### src/rtl/vga_timing_gen_if.sv
// vga_timing_gen_if: run enable in, raster position, sync pins and pixel strobes out.
interface vga_timing_gen_if #(parameter int XW = 10, parameter int YW = 10);
    logic          en;
    logic [XW-1:0] x;
    logic [YW-1:0] y;
    logic          hsync;
    logic          vsync;
    logic          visible;
    logic          pix_tick;
    logic          line_start;
    logic          frame_start;
    modport master (input en, output x, y, hsync, vsync, visible, pix_tick, line_start, frame_start);
    modport slave  (output en, input x, y, hsync, vsync, visible, pix_tick, line_start, frame_start);
endinterface

### src/rtl/vga_timing_gen.sv
// vga_timing_gen: prescaled VGA raster counters with registered sync, blanking and strobes.
module vga_timing_gen #(
    parameter int H_VISIBLE = 640,
    parameter int H_FRONT   = 16,
    parameter int H_SYNC    = 96,
    parameter int H_BACK    = 48,
    parameter int V_VISIBLE = 480,
    parameter int V_FRONT   = 10,
    parameter int V_SYNC    = 2,
    parameter int V_BACK    = 33,
    parameter bit HSYNC_POL = 1'b0,
    parameter bit VSYNC_POL = 1'b0,
    parameter int PIX_DIV   = 1,
    parameter int XW        = 10,
    parameter int YW        = 10
) (
    input logic              clk,
    input logic              nrst,
    vga_timing_gen_if.master bus
);
    localparam int H_TOTAL  = H_VISIBLE + H_FRONT + H_SYNC + H_BACK;
    localparam int V_TOTAL  = V_VISIBLE + V_FRONT + V_SYNC + V_BACK;
    localparam int HS_START = H_VISIBLE + H_FRONT;
    localparam int HS_END   = HS_START + H_SYNC;
    localparam int VS_START = V_VISIBLE + V_FRONT;
    localparam int VS_END   = VS_START + V_SYNC;
    localparam int PW       = PIX_DIV > 1 ? $clog2(PIX_DIV) : 1;
    localparam logic [PW-1:0] PRE_LAST = PW'(PIX_DIV - 1);
    localparam logic [XW-1:0] X_LAST   = XW'(H_TOTAL - 1);
    localparam logic [YW-1:0] Y_LAST   = YW'(V_TOTAL - 1);

    generate
        if (PIX_DIV < 1 || (1 << XW) < H_TOTAL || (1 << YW) < V_TOTAL) begin : g_bad_params
            $error("vga_timing_gen: PIX_DIV < 1 or XW/YW too narrow for the raster totals");
        end
    endgenerate

    logic [PW-1:0] r_pre, w_pre_nx;
    logic [XW-1:0] r_x, w_x_nx;
    logic [YW-1:0] r_y, w_y_nx;
    logic          r_hs, r_vs, r_vis, r_tick, r_ls, r_fs;
    logic          w_adv, w_x_wrap, w_hs, w_vs, w_vis;

    // Decode from the next position so the registered sync/visible line up with x/y.
    always_comb begin
        w_adv    = bus.en && r_pre == PRE_LAST;
        w_x_wrap = w_adv && r_x == X_LAST;
        w_pre_nx = w_adv ? '0 : (bus.en ? r_pre + PW'(1) : r_pre);
        w_x_nx   = !w_adv ? r_x : (w_x_wrap ? '0 : r_x + XW'(1));
        w_y_nx   = !w_x_wrap ? r_y : (r_y == Y_LAST ? '0 : r_y + YW'(1));
        w_hs     = (int'(w_x_nx) >= HS_START && int'(w_x_nx) < HS_END) ? HSYNC_POL : ~HSYNC_POL;
        w_vs     = (int'(w_y_nx) >= VS_START && int'(w_y_nx) < VS_END) ? VSYNC_POL : ~VSYNC_POL;
        w_vis    = int'(w_x_nx) < H_VISIBLE && int'(w_y_nx) < V_VISIBLE;
    end

    always_ff @(posedge clk or negedge nrst) begin
        if (!nrst) begin
            r_pre  <= '0;
            r_x    <= X_LAST;
            r_y    <= Y_LAST;
            r_hs   <= ~HSYNC_POL;
            r_vs   <= ~VSYNC_POL;
            r_vis  <= 1'b0;
            r_tick <= 1'b0;
            r_ls   <= 1'b0;
            r_fs   <= 1'b0;
        end else begin
            r_pre  <= w_pre_nx;
            r_x    <= w_x_nx;
            r_y    <= w_y_nx;
            r_hs   <= w_hs;
            r_vs   <= w_vs;
            r_vis  <= w_vis;
            r_tick <= w_adv;
            r_ls   <= w_adv && w_x_nx == '0;
            r_fs   <= w_adv && w_x_nx == '0 && w_y_nx == '0;
        end
    end

    assign bus.x           = r_x;
    assign bus.y           = r_y;
    assign bus.hsync       = r_hs;
    assign bus.vsync       = r_vs;
    assign bus.visible     = r_vis;
    assign bus.pix_tick    = r_tick;
    assign bus.line_start  = r_ls;
    assign bus.frame_start = r_fs;
endmodule

### src/flat_wrapper.sv
// flat-port wrapper written by rule: the top's interface ports become plain ports
module vga_timing_gen_flat 
#(
    parameter int H_VISIBLE = 640,
    parameter int H_FRONT   = 16,
    parameter int H_SYNC    = 96,
    parameter int H_BACK    = 48,
    parameter int V_VISIBLE = 480,
    parameter int V_FRONT   = 10,
    parameter int V_SYNC    = 2,
    parameter int V_BACK    = 33,
    parameter bit HSYNC_POL = 1'b0,
    parameter bit VSYNC_POL = 1'b0,
    parameter int PIX_DIV   = 1,
    parameter int XW        = 10,
    parameter int YW        = 10
)
  (clk, nrst, bus_en, bus_x, bus_y, bus_hsync, bus_vsync, bus_visible, bus_pix_tick, bus_line_start, bus_frame_start);
  vga_timing_gen_if #(.XW(XW), .YW(YW)) bus_i ();
  input logic clk;
  input logic nrst;
  input wire logic [$bits(bus_i.en)-1:0] bus_en;
  output wire logic [$bits(bus_i.x)-1:0] bus_x;
  output wire logic [$bits(bus_i.y)-1:0] bus_y;
  output wire logic [$bits(bus_i.hsync)-1:0] bus_hsync;
  output wire logic [$bits(bus_i.vsync)-1:0] bus_vsync;
  output wire logic [$bits(bus_i.visible)-1:0] bus_visible;
  output wire logic [$bits(bus_i.pix_tick)-1:0] bus_pix_tick;
  output wire logic [$bits(bus_i.line_start)-1:0] bus_line_start;
  output wire logic [$bits(bus_i.frame_start)-1:0] bus_frame_start;
  assign bus_i.en = bus_en;
  assign bus_x = bus_i.x;
  assign bus_y = bus_i.y;
  assign bus_hsync = bus_i.hsync;
  assign bus_vsync = bus_i.vsync;
  assign bus_visible = bus_i.visible;
  assign bus_pix_tick = bus_i.pix_tick;
  assign bus_line_start = bus_i.line_start;
  assign bus_frame_start = bus_i.frame_start;
  vga_timing_gen #(.H_VISIBLE(H_VISIBLE), .H_FRONT(H_FRONT), .H_SYNC(H_SYNC), .H_BACK(H_BACK), .V_VISIBLE(V_VISIBLE), .V_FRONT(V_FRONT), .V_SYNC(V_SYNC), .V_BACK(V_BACK), .HSYNC_POL(HSYNC_POL), .VSYNC_POL(VSYNC_POL), .PIX_DIV(PIX_DIV), .XW(XW), .YW(YW)) u_core (.clk(clk), .nrst(nrst), .bus(bus_i));
endmodule
### config.mk
export PLATFORM = sky130hd
export DESIGN_NAME = vga_timing_gen_flat
export DESIGN_NICKNAME = d
export VERILOG_FILES = /design/src/rtl/vga_timing_gen_if.sv /design/src/rtl/vga_timing_gen.sv /design/src/flat_wrapper.sv
export SDC_FILE = /design/constraint.sdc
export NUM_CORES = 1
export LEC_CHECK = 0
export ABC_AREA = 1
export CAP_MARGIN = 20
export CORE_MARGIN = 4
export CORE_UTILIZATION = 40
export CTS_CLUSTER_DIAMETER = 30
export DETAILED_ROUTE_END_ITERATION = 16
export HOLD_SLACK_MARGIN = 0.12
export SYNTH_ARGS = -nofsm -noshare
export SYNTH_HDL_FRONTEND = slang
export SYNTH_SLANG_ARGS = --single-unit
### constraint.sdc
create_clock -name clk -period 4.11 [get_ports clk]
set_clock_uncertainty 0.15 [all_clocks]
set_input_delay 0.6165 -clock clk [delete_from_list [all_inputs] [get_ports clk]]
set_output_delay 0.6165 -clock clk [all_outputs]
set_load 0.02 [all_outputs]
======== Word-level counts from Yosys, hierarchy flattened ========
Cells that the tools add are included.
word-level totals
  flip-flop bits (word level) ............. 27
  input port bits ......................... 3
cells by class
  $add $sub $neg .......................... 3
  order comparisons ....................... 6
  eq/ne operators ......................... 2
  muxes and demuxes ....................... 8
  bitwise logic cells ..................... 1
  reductions and logical operators ........ 10
operators with widths
  cell                   count
  $mux 10                4
  $add 10x1->10 const B  2
  $eq 10x10->1 const B   2
  $logic_not 10->1       2
  $lt 10x10->1 const B   2
  $lt 10x9->1 const B    2
  $ge 10x10->1 const B   1
  $ge 10x9->1 const B    1
  $logic_and 1x1->1      7
  $mux 1                 4
  $reduce_bool 2->1      1
  $add 1x1->1 const B    1
  $not 1->1              1

======== Depth between registers and ports, before layout ========
Gate-level depths: netlist of run 1.
  depth after elaboration ................. 8
  gate-level depth with buffers ........... 13
  depth with buffers taken out ............ 12

======== Worst setup path before layout of run 1 ========
No wires, ideal clock.
  path type ............................... register to register
  from .................................... register u_core.r_x[0] (netlist: u_core.bus.x[0])
  to ...................................... register u_core.r_fs (netlist: u_core.bus.frame_start)
  library setup time ...................... 0.071 ns
  data arrival time ....................... 1.756 ns
  required time ........................... 3.889 ns
  slack ................................... 2.133 ns
  cell stages (with the launch flop) ...... 13
  buffers on the path ..................... 1
  clock period less this slack ............ 1.977 ns
  path through ............................ dfstp_2 > ha_1 > nand2_1 > nor2_1 > nand2_1 > nor2_4 > buf_6 > nand3_1 > nand2_1 > nand2_1 > nor2_1 > nand3_1 > nor2_1
on the way
  cells in the longest elaborated chain, start to end .. 7
  elaborated cells between the ends (all ways) .. 10
RTL lines
  what                                                                   RTL line              source
  start: declaration                                                     vga_timing_gen.sv:39  logic [XW-1:0] r_x, w_x_nx;
  start signal: assignment                                               vga_timing_gen.sv:69  r_x <= w_x_nx;
  parallel branches: the longest is 6 deep, another holds $add 10x1->10  --
  $logic_and 1x1->1 *                                                    vga_timing_gen.sv:76  r_fs <= w_adv && w_x_nx == '0 && w_y_nx == '0;
  end signal: assignment                                                 vga_timing_gen.sv:66  r_fs <= 1'b0;
  end signal: assignment                                                 vga_timing_gen.sv:76
  end: declaration                                                       vga_timing_gen.sv:41  logic r_hs, r_vs, r_vis, r_tick, r_ls, r_fs;
Every way passes the cells marked *.
A chain may end at the register's enable or synchronous reset.

======== Final worst setup path of run 1 ========
  from .................................... input bus_en
  to ...................................... register u_core.r_fs (netlist: u_core.bus.frame_start)
on the way
  cells in the longest elaborated chain, start to end .. 7
  elaborated cells between the ends (all ways) .. 9
RTL lines
  what                               RTL line              source
  start: declaration                 flat_wrapper.sv:22    input wire logic [$bits(bus_i.en)-1:0] bus_en;
  $logic_and 1x1->1 *                vga_timing_gen.sv:46  w_adv = bus.en && r_pre == PRE_LAST;
  $logic_and 1x1->1                  vga_timing_gen.sv:47  w_x_wrap = w_adv && r_x == X_LAST;
  $mux 10                            vga_timing_gen.sv:49  w_x_nx = !w_adv ? r_x : (w_x_wrap ? '0 : r_x + XW'(1));
  $mux 10 *                          vga_timing_gen.sv:49
  named net u_core.w_x_nx[1]         vga_timing_gen.sv:39
  $logic_not 10->1 *                 vga_timing_gen.sv:76
  $logic_and 1x1->1 * (2 in series)  vga_timing_gen.sv:76
The timed path passes the listed nets; every way through them passes the cells marked *.

==> results of run 1 <==
-- per-layer routing --
metal / global-route usage, % / vias up / part of all wire [%] / wire (um)
li1: - / 846 / - / -
met1: 24.4 / 728 / 50 / 2110
met2: 27.2 / 39 / 45 / 1900
met3: 2.57 / 6 / 3.9 / 166
met4: 6.32 / 0 / 1.4 / 61
met5: 0 / - / 0 / 0
-- registers in the layout (all words and copies together), names as in the netlist --
register,count
u_core.bus.vsync,1
u_core.bus.pix_tick,1
u_core.r_pre,1
u_core.bus.visible,1
u_core.bus.frame_start,1
u_core.bus.line_start,1
u_core.bus.y,10
u_core.bus.x,10
u_core.bus.hsync,1
-- worst paths after layout --
kind / from / to
worst max-delay path: bus_en / u_core.bus.frame_start
worst min-delay path: u_core.r_pre / u_core.bus.pix_tick
worst max register to register: u_core.bus.x[0] / u_core.bus.frame_start
worst min register to register: u_core.r_pre / u_core.bus.pix_tick
max in group asynchronous: nrst / u_core.bus.x[2]
min in group asynchronous: nrst / u_core.bus.x[6]
-- area by class of cell --
class / count / area, um^2 / area share, %
Tap cell: 50 / 62.6 / 2.89
Multi-Input combinational cell: 178 / 865 / 39.9
Inverter: 48 / 180 / 8.32
Sequential cell: 27 / 691 / 31.9
Clock buffer: 4 / 45.0 / 2.08
Timing Repair Buffer: 31 / 323 / 14.9
-- critical path, delay by kind of cell --
kind	cells	cell delay, ns
buffers and inverters	1	0.53
and+or+nand+nor	10	1.33
-- through the flow --
| step | setup slack (ns) | utilization [%] | cells | hold slack (ns) | area, um^2 |
|---|---|---|---|---|---|
| final | 1.70 | 52.6 | 338 | 0.338 | 2170 |
| after global routing | 1.56 | 52.6 | 338 | 0.352 | 2170 |
| after CTS | 1.71 | 52.6 | 338 | 0.339 | 2170 |
| after detailed placement | 1.41 | 51.5 | 334 | 0.326 | 2120 |
| after global placement | 1.41 | 50.9 | 333 | 0.337 | 2090 |
| after floorplan | 2.13 | - | 255 | 0.171 | 1760 |
-- synth_stat cells (all sizes together) --
library cell,n
nand2,84
dfrtp,15
and2,1
o21ai,2
a21oi,1
nand4,7
o211ai,1
buf,2
nand3,27
nor3,3
ha,3
dfstp,12
clkinv,2
nor2,45
nand3b,1
xor2,3
inv,46
-- power breakdown --
group	leakage, nW	internal (W)	switching (W)
sequential	0.301	0.000358	0.000113
clock	0.0228	0.0000693	0.0000791
combinational	0.772	0.000245	0.000389
-- kinds of logic (layout without fill, tap and decap cells) --
logic type / after synthesis / after routing / share of synthesized area, %
compound gates: 4 / 4 / 1.28
xor+xnor: 3 / 3 / 1.49
fa+ha+maj: 3 / 3 / 2.14
buf+inv: 50 / 83 / 11.5
flops: 27 / 27 / 39.3
simple gates: 168 / 168 / 44.3
==> flow_metrics.env, run 1 <==
export IMPL_synth_nets=261
export IMPL_worst_ep_arrival_time_ns=2.47
export IMPL_grt_max_degree=17
export IMPL_io_buffers=28
export IMPL_ys_seq_area_share_pct=39.3
export IMPL_overflow=0
export IMPL_die_y_um=74.3
export IMPL_wl_per_cell_um=12.5
export IMPL_critical_path_required_ns=4.17
export IMPL_path_cells="clkdlybuf4s50_1, nand2_2, nor2_4, nand3_4, nand2_1, nand2_1, nor2_1, nand2_1, nor2_2, nand3_1, nor2_1"
export IMPL_cts_clk_slew_worst_paths_ns=0.09
export IMPL_drc=0
export IMPL_cts_resized=0
export IMPL_slew_headroom_pct=68.2
export IMPL_grt_pass1_vias=1657
export IMPL_r2r_cells=11
export IMPL_avgSynthCellArea_um2=6.89
export IMPL_yosysUniqueCellTypes=23
export IMPL_nFillCells=417
export IMPL_areaGrowthSynthToFinish_pct=23.2
export IMPL_r2r_slack_ns=1.86
export IMPL_period_needed_ns=2.41
export IMPL_antenna_found_initial=0
export IMPL_leakage_nw=1.10
export IMPL_grt_pass1_wl_um=7410
export IMPL_cpMostUsedCell="nand2_1"
export IMPL_gpl_final_weighted_congestion=0.895
export IMPL_ant_nets=0
export IMPL_grt_usage_pct=17.3
export IMPL_startpoint_type="input pin"
export IMPL_dieArea_um2=5520
export IMPL_cts_sinks=27
export IMPL_hold_depth=1
export IMPL_endpoint_kind="register"
export IMPL_synth_top_area_cell="dfrtp_1"
export IMPL_worst_skew_pair_late_latency_ns=0.27
export IMPL_route_vias_total=1619
export IMPL_core_um2=4120
export IMPL_synth_top_area_share_pct=21.4
export IMPL_synthTopCellsByArea="dfrtp_1 (21%), dfstp_2 (18%), nand2_1 (16%), inv_1 (9.4%), nor2_1 (8.5%)"
export IMPL_critical_path_max_stage_delay_ns=0.53
export IMPL_layout_common_cells="nand2_1 (76), inv_1 (44), nor2_1 (40)"
export IMPL_cts_root_buf="clkbuf_8"
export IMPL_ys_warn_count=0
export IMPL_rows=23
export IMPL_post_drt_via_cell_ratio=4.79
export IMPL_drv_cap=0
export IMPL_start_util_pct=42.7
export IMPL_die_width_um=74.3
export IMPL_drive_gt1_share_pct=13.5
export IMPL_drtPass1Iterations=4
export IMPL_setup_tns_final_ns=0
export IMPL_ctsHoldBuffers=0
export IMPL_cts_tree="built"
export IMPL_syn_area_um2=1760
export IMPL_pwr_density_cell_nw_per_um2=579
export IMPL_pin_count=29
export IMPL_slew_viol_final=0
export IMPL_post_cts_buffers=0
export IMPL_layout_nets=295
export IMPL_max_freq_mhz=415
export IMPL_period_share_pct=58.6
export IMPL_rsz0062_at_grt="no"
export IMPL_setup_violations_final=0
export IMPL_worst_pin_slew_ns=0.476
export IMPL_worstSetupPathType="in -> reg"
export IMPL_syn_inst=255
export IMPL_num_antenna_cells=0
export IMPL_report_power_total_w=0.00125
export IMPL_dr_first_iter_drc_count=114
export IMPL_crit_slowest_cell="clkdlybuf4s50_1"
export IMPL_dp_hpwl_um=3340
export IMPL_cts_buffers_inserted=3
export IMPL_clk_path_buf_depth=2
export IMPL_h_tree_depth=1
export IMPL_final_hold_violation_count=0
export IMPL_synth_seq_cells=27
export IMPL_totalWireLength_um=4230
export IMPL_status="finished clean"
export IMPL_final_common_cell="nand2_1"
export IMPL_cp_max_fo=12
export IMPL_ir_drop_v=0.000355
export IMPL_hp_class="reg -> reg"
Power figures use the tool's default switching activity.
==> inputs of run 2 (changes only) <==
--- a/config.mk
+++ b/config.mk
@@ -12,6 +12,7 @@
 export CTS_CLUSTER_DIAMETER = 30
 export DETAILED_ROUTE_END_ITERATION = 16
 export HOLD_SLACK_MARGIN = 0.12
+export PLACE_DENSITY = 0.65
 export SYNTH_ARGS = -nofsm -noshare
 export SYNTH_HDL_FRONTEND = slang
 export SYNTH_SLANG_ARGS = --single-unit
==> constraint.sdc (replaced) <==
create_clock -name clk -period 2.2 [get_ports clk]
set_clock_uncertainty 0.15 [all_clocks]
set_input_delay 0.33 -clock clk [delete_from_list [all_inputs] [get_ports clk]]
set_output_delay 0.33 -clock clk [all_outputs]
set_load 0.02 [all_outputs]
==> run 2 against run 1 <==
Net effect: sequential cell count unchanged; clock power increased by 97%; sequential power increased by 85%; register-to-register slack got worse by 1.7 ns; critical endpoint is now bus_x[0]; largest cell class unchanged.
==> flow_metrics.env, run 2 (synthesis gave the netlist of run 1 again) <==
export IMPL_multi_input_area_um2=870
export IMPL_post_drt_via_cell_ratio=4.68
export IMPL_drive_gt1_share_pct=16.0
export IMPL_start_util_pct=42.7
export IMPL_worst_ep_arrival_time_ns=1.55
export IMPL_rows=23
export IMPL_wl_per_cell_um=12.3
export IMPL_worstSetupPathType="reg -> out"
export IMPL_pwr_density_cell_nw_per_um2=1080
export IMPL_leakage_nw=1.11
export IMPL_ant_nets=0
export IMPL_slew_headroom_pct=77.2
export IMPL_endpoint_kind="primary output"
export IMPL_totalWireLength_um=4220
export IMPL_cts_root_buf="clkbuf_8"
export IMPL_grt_max_degree=28
export IMPL_clk_path_buf_depth=2
export IMPL_pre_cts_ws_ns=-0.00850
export IMPL_dp_hpwl_um=3320
export IMPL_io_buffers=28
export IMPL_cts_clk_slew_worst_paths_ns=0.10
export IMPL_hp_class="in -> async"
export IMPL_cp_max_fo=5
export IMPL_worst_skew_pair_late_latency_ns=0.27
export IMPL_die_width_um=74.3
export IMPL_dr_first_iter_drc_count=71
export IMPL_pin_count=29
export IMPL_cts_sinks=27
export IMPL_drv_cap=0
export IMPL_layout_nets=300
export IMPL_grt_pass1_vias=1607
export IMPL_startpoint_type="register"
export IMPL_core_um2=4120
export IMPL_seqCellArea_um2=691
export IMPL_crit_buf_inv=2
export IMPL_slew_viol_final=0
export IMPL_period_share_pct=92.5
export IMPL_r2r_cells=10
export IMPL_grt_usage_pct=17.0
export IMPL_dieArea_um2=5520
export IMPL_route_vias_total=1606
export IMPL_fin_ws_ns=0.166
export IMPL_status="finished clean"
export IMPL_period_needed_ns=2.03
export IMPL_antenna_found_initial=0
export IMPL_setup_tns_final_ns=0
export IMPL_setup_violations_final=0
export IMPL_overflow=0
export IMPL_place_area_um2=2140
export IMPL_critical_path_max_stage_delay_ns=0.60
export IMPL_ir_drop_v=0.000638
export IMPL_r2r_start="u_core.bus.x[1]"
export IMPL_path_cells="buf_4, clkdlybuf4s50_1"
export IMPL_r2r_slack_ns=0.20
export IMPL_gpl_final_weighted_congestion=0.824
export IMPL_cts_tree="built"
export IMPL_crit_family="buffers and inverters"
export IMPL_grt_pass1_wl_um=7300
export IMPL_die_y_um=74.3
export IMPL_ctsHoldBuffers=0
export IMPL_rr_endpoint="u_core.bus.frame_start"
export IMPL_cts_buffers_inserted=3
export IMPL_drtPass1Iterations=4
export IMPL_areaGrowthSynthToFinish_pct=25.4
export IMPL_crit_slowest_cell="clkdlybuf4s50_1"
export IMPL_num_antenna_cells=0
export IMPL_final_hold_violation_count=0
export IMPL_max_freq_mhz=492
export IMPL_final_common_cell="nand2_1"
export IMPL_layout_common_cells="nand2_1 (76), inv_1 (44), nor2_1 (39)"
export IMPL_rsz0062_at_grt="no"
export IMPL_critical_path_required_ns=1.72
export IMPL_h_tree_depth=1
export IMPL_report_power_total_w=0.00239
export IMPL_design_area_um2=2200
export IMPL_worst_pin_slew_ns=0.343
export IMPL_nFillCells=414
export IMPL_drc=0
run 2: how the worst max path moves through the flow:
stage	startpoint	end	slack (ns)	depth (start not counted)
3_5_place_dp	bus_en	u_core.bus.line_start	-0.009	9
6_report	u_core.bus.x[0]	bus_x[0]	0.17	2
5_1_grt	u_core.bus.x[0]	u_core.bus.visible	0.02	13
3_3_place_gp	bus_en	u_core.bus.line_start	-0.006	9
4_1_cts	u_core.bus.x[1]	u_core.bus.frame_start	0.13	10
2_1_floorplan	u_core.bus.x[0]	u_core.bus.frame_start	0.22	12
run 2: cell type report:
class	instances	share of cell area (%)
Multi-Input combinational cell	178	39.4
Sequential cell	27	31.3
Timing Repair Buffer	36	16.0
Inverter	48	8.17
Tap cell	50	2.84
Clock buffer	3	1.87
Clock inverter	1	0.341
run 2: repair_timing:
item / CTS / global route
endpoints found under the hold margin: 0 / 0
buffers inserted: 0 / 1
endpoints found under the setup margin: 0 / 3
resized for setup: 0 / 2
run 2: worst reg2reg max path, stage by stage, from the launching register on:
cell,delay [ns]
dfstp_2,0.55
ha_2,0.19
nand3_2,0.10
nor2_4,0.13
buf_4,0.17
nand3_1,0.10
a21oi_1,0.18
nand3_1,0.09
nor2_1,0.12
nand3_1,0.08
nor2_1,0.08
run 2: per-stage QoR:
stage,instances,utilization (%),hold WS [ns]
2_1_floorplan,255,-,-0.116
3_3_place_gp,338,52.1,0.357
3_5_place_dp,338,52.1,0.373
4_1_cts,342,53.3,0.284
5_1_grt,343,53.6,0.310
6_report,343,53.6,0.263
run 2: power by group:
group	internal, W	switching (W)	leakage, nW
logic	0.000480	0.000748	0.791
registers	0.000668	0.000203	0.301
clock network	0.000129	0.000163	0.0217
total	0.00128	0.00111	1.11
run 2: per-layer routing:
| layer | wire [um] | share of wire (%) | GRT usage, % |
|---|---|---|---|
| met4 | 65 | 1.5 | 4.94 |
| met5 | 0 | 0 | 0 |
| met3 | 155 | 3.7 | 2.16 |
| met1 | 1990 | 47 | 23.3 |
| met2 | 2010 | 48 | 28.3 |
==> inputs of run 3 (changes only) <==
--- a/config.mk
+++ b/config.mk
@@ -6,7 +6,6 @@
 export NUM_CORES = 1
 export LEC_CHECK = 0
 export ABC_AREA = 1
-export CAP_MARGIN = 20
 export CORE_MARGIN = 4
 export CORE_UTILIZATION = 40
 export CTS_CLUSTER_DIAMETER = 30
==> results of run 3 <==
No change in the layout: final DEF, timing and power equal those of run 2.
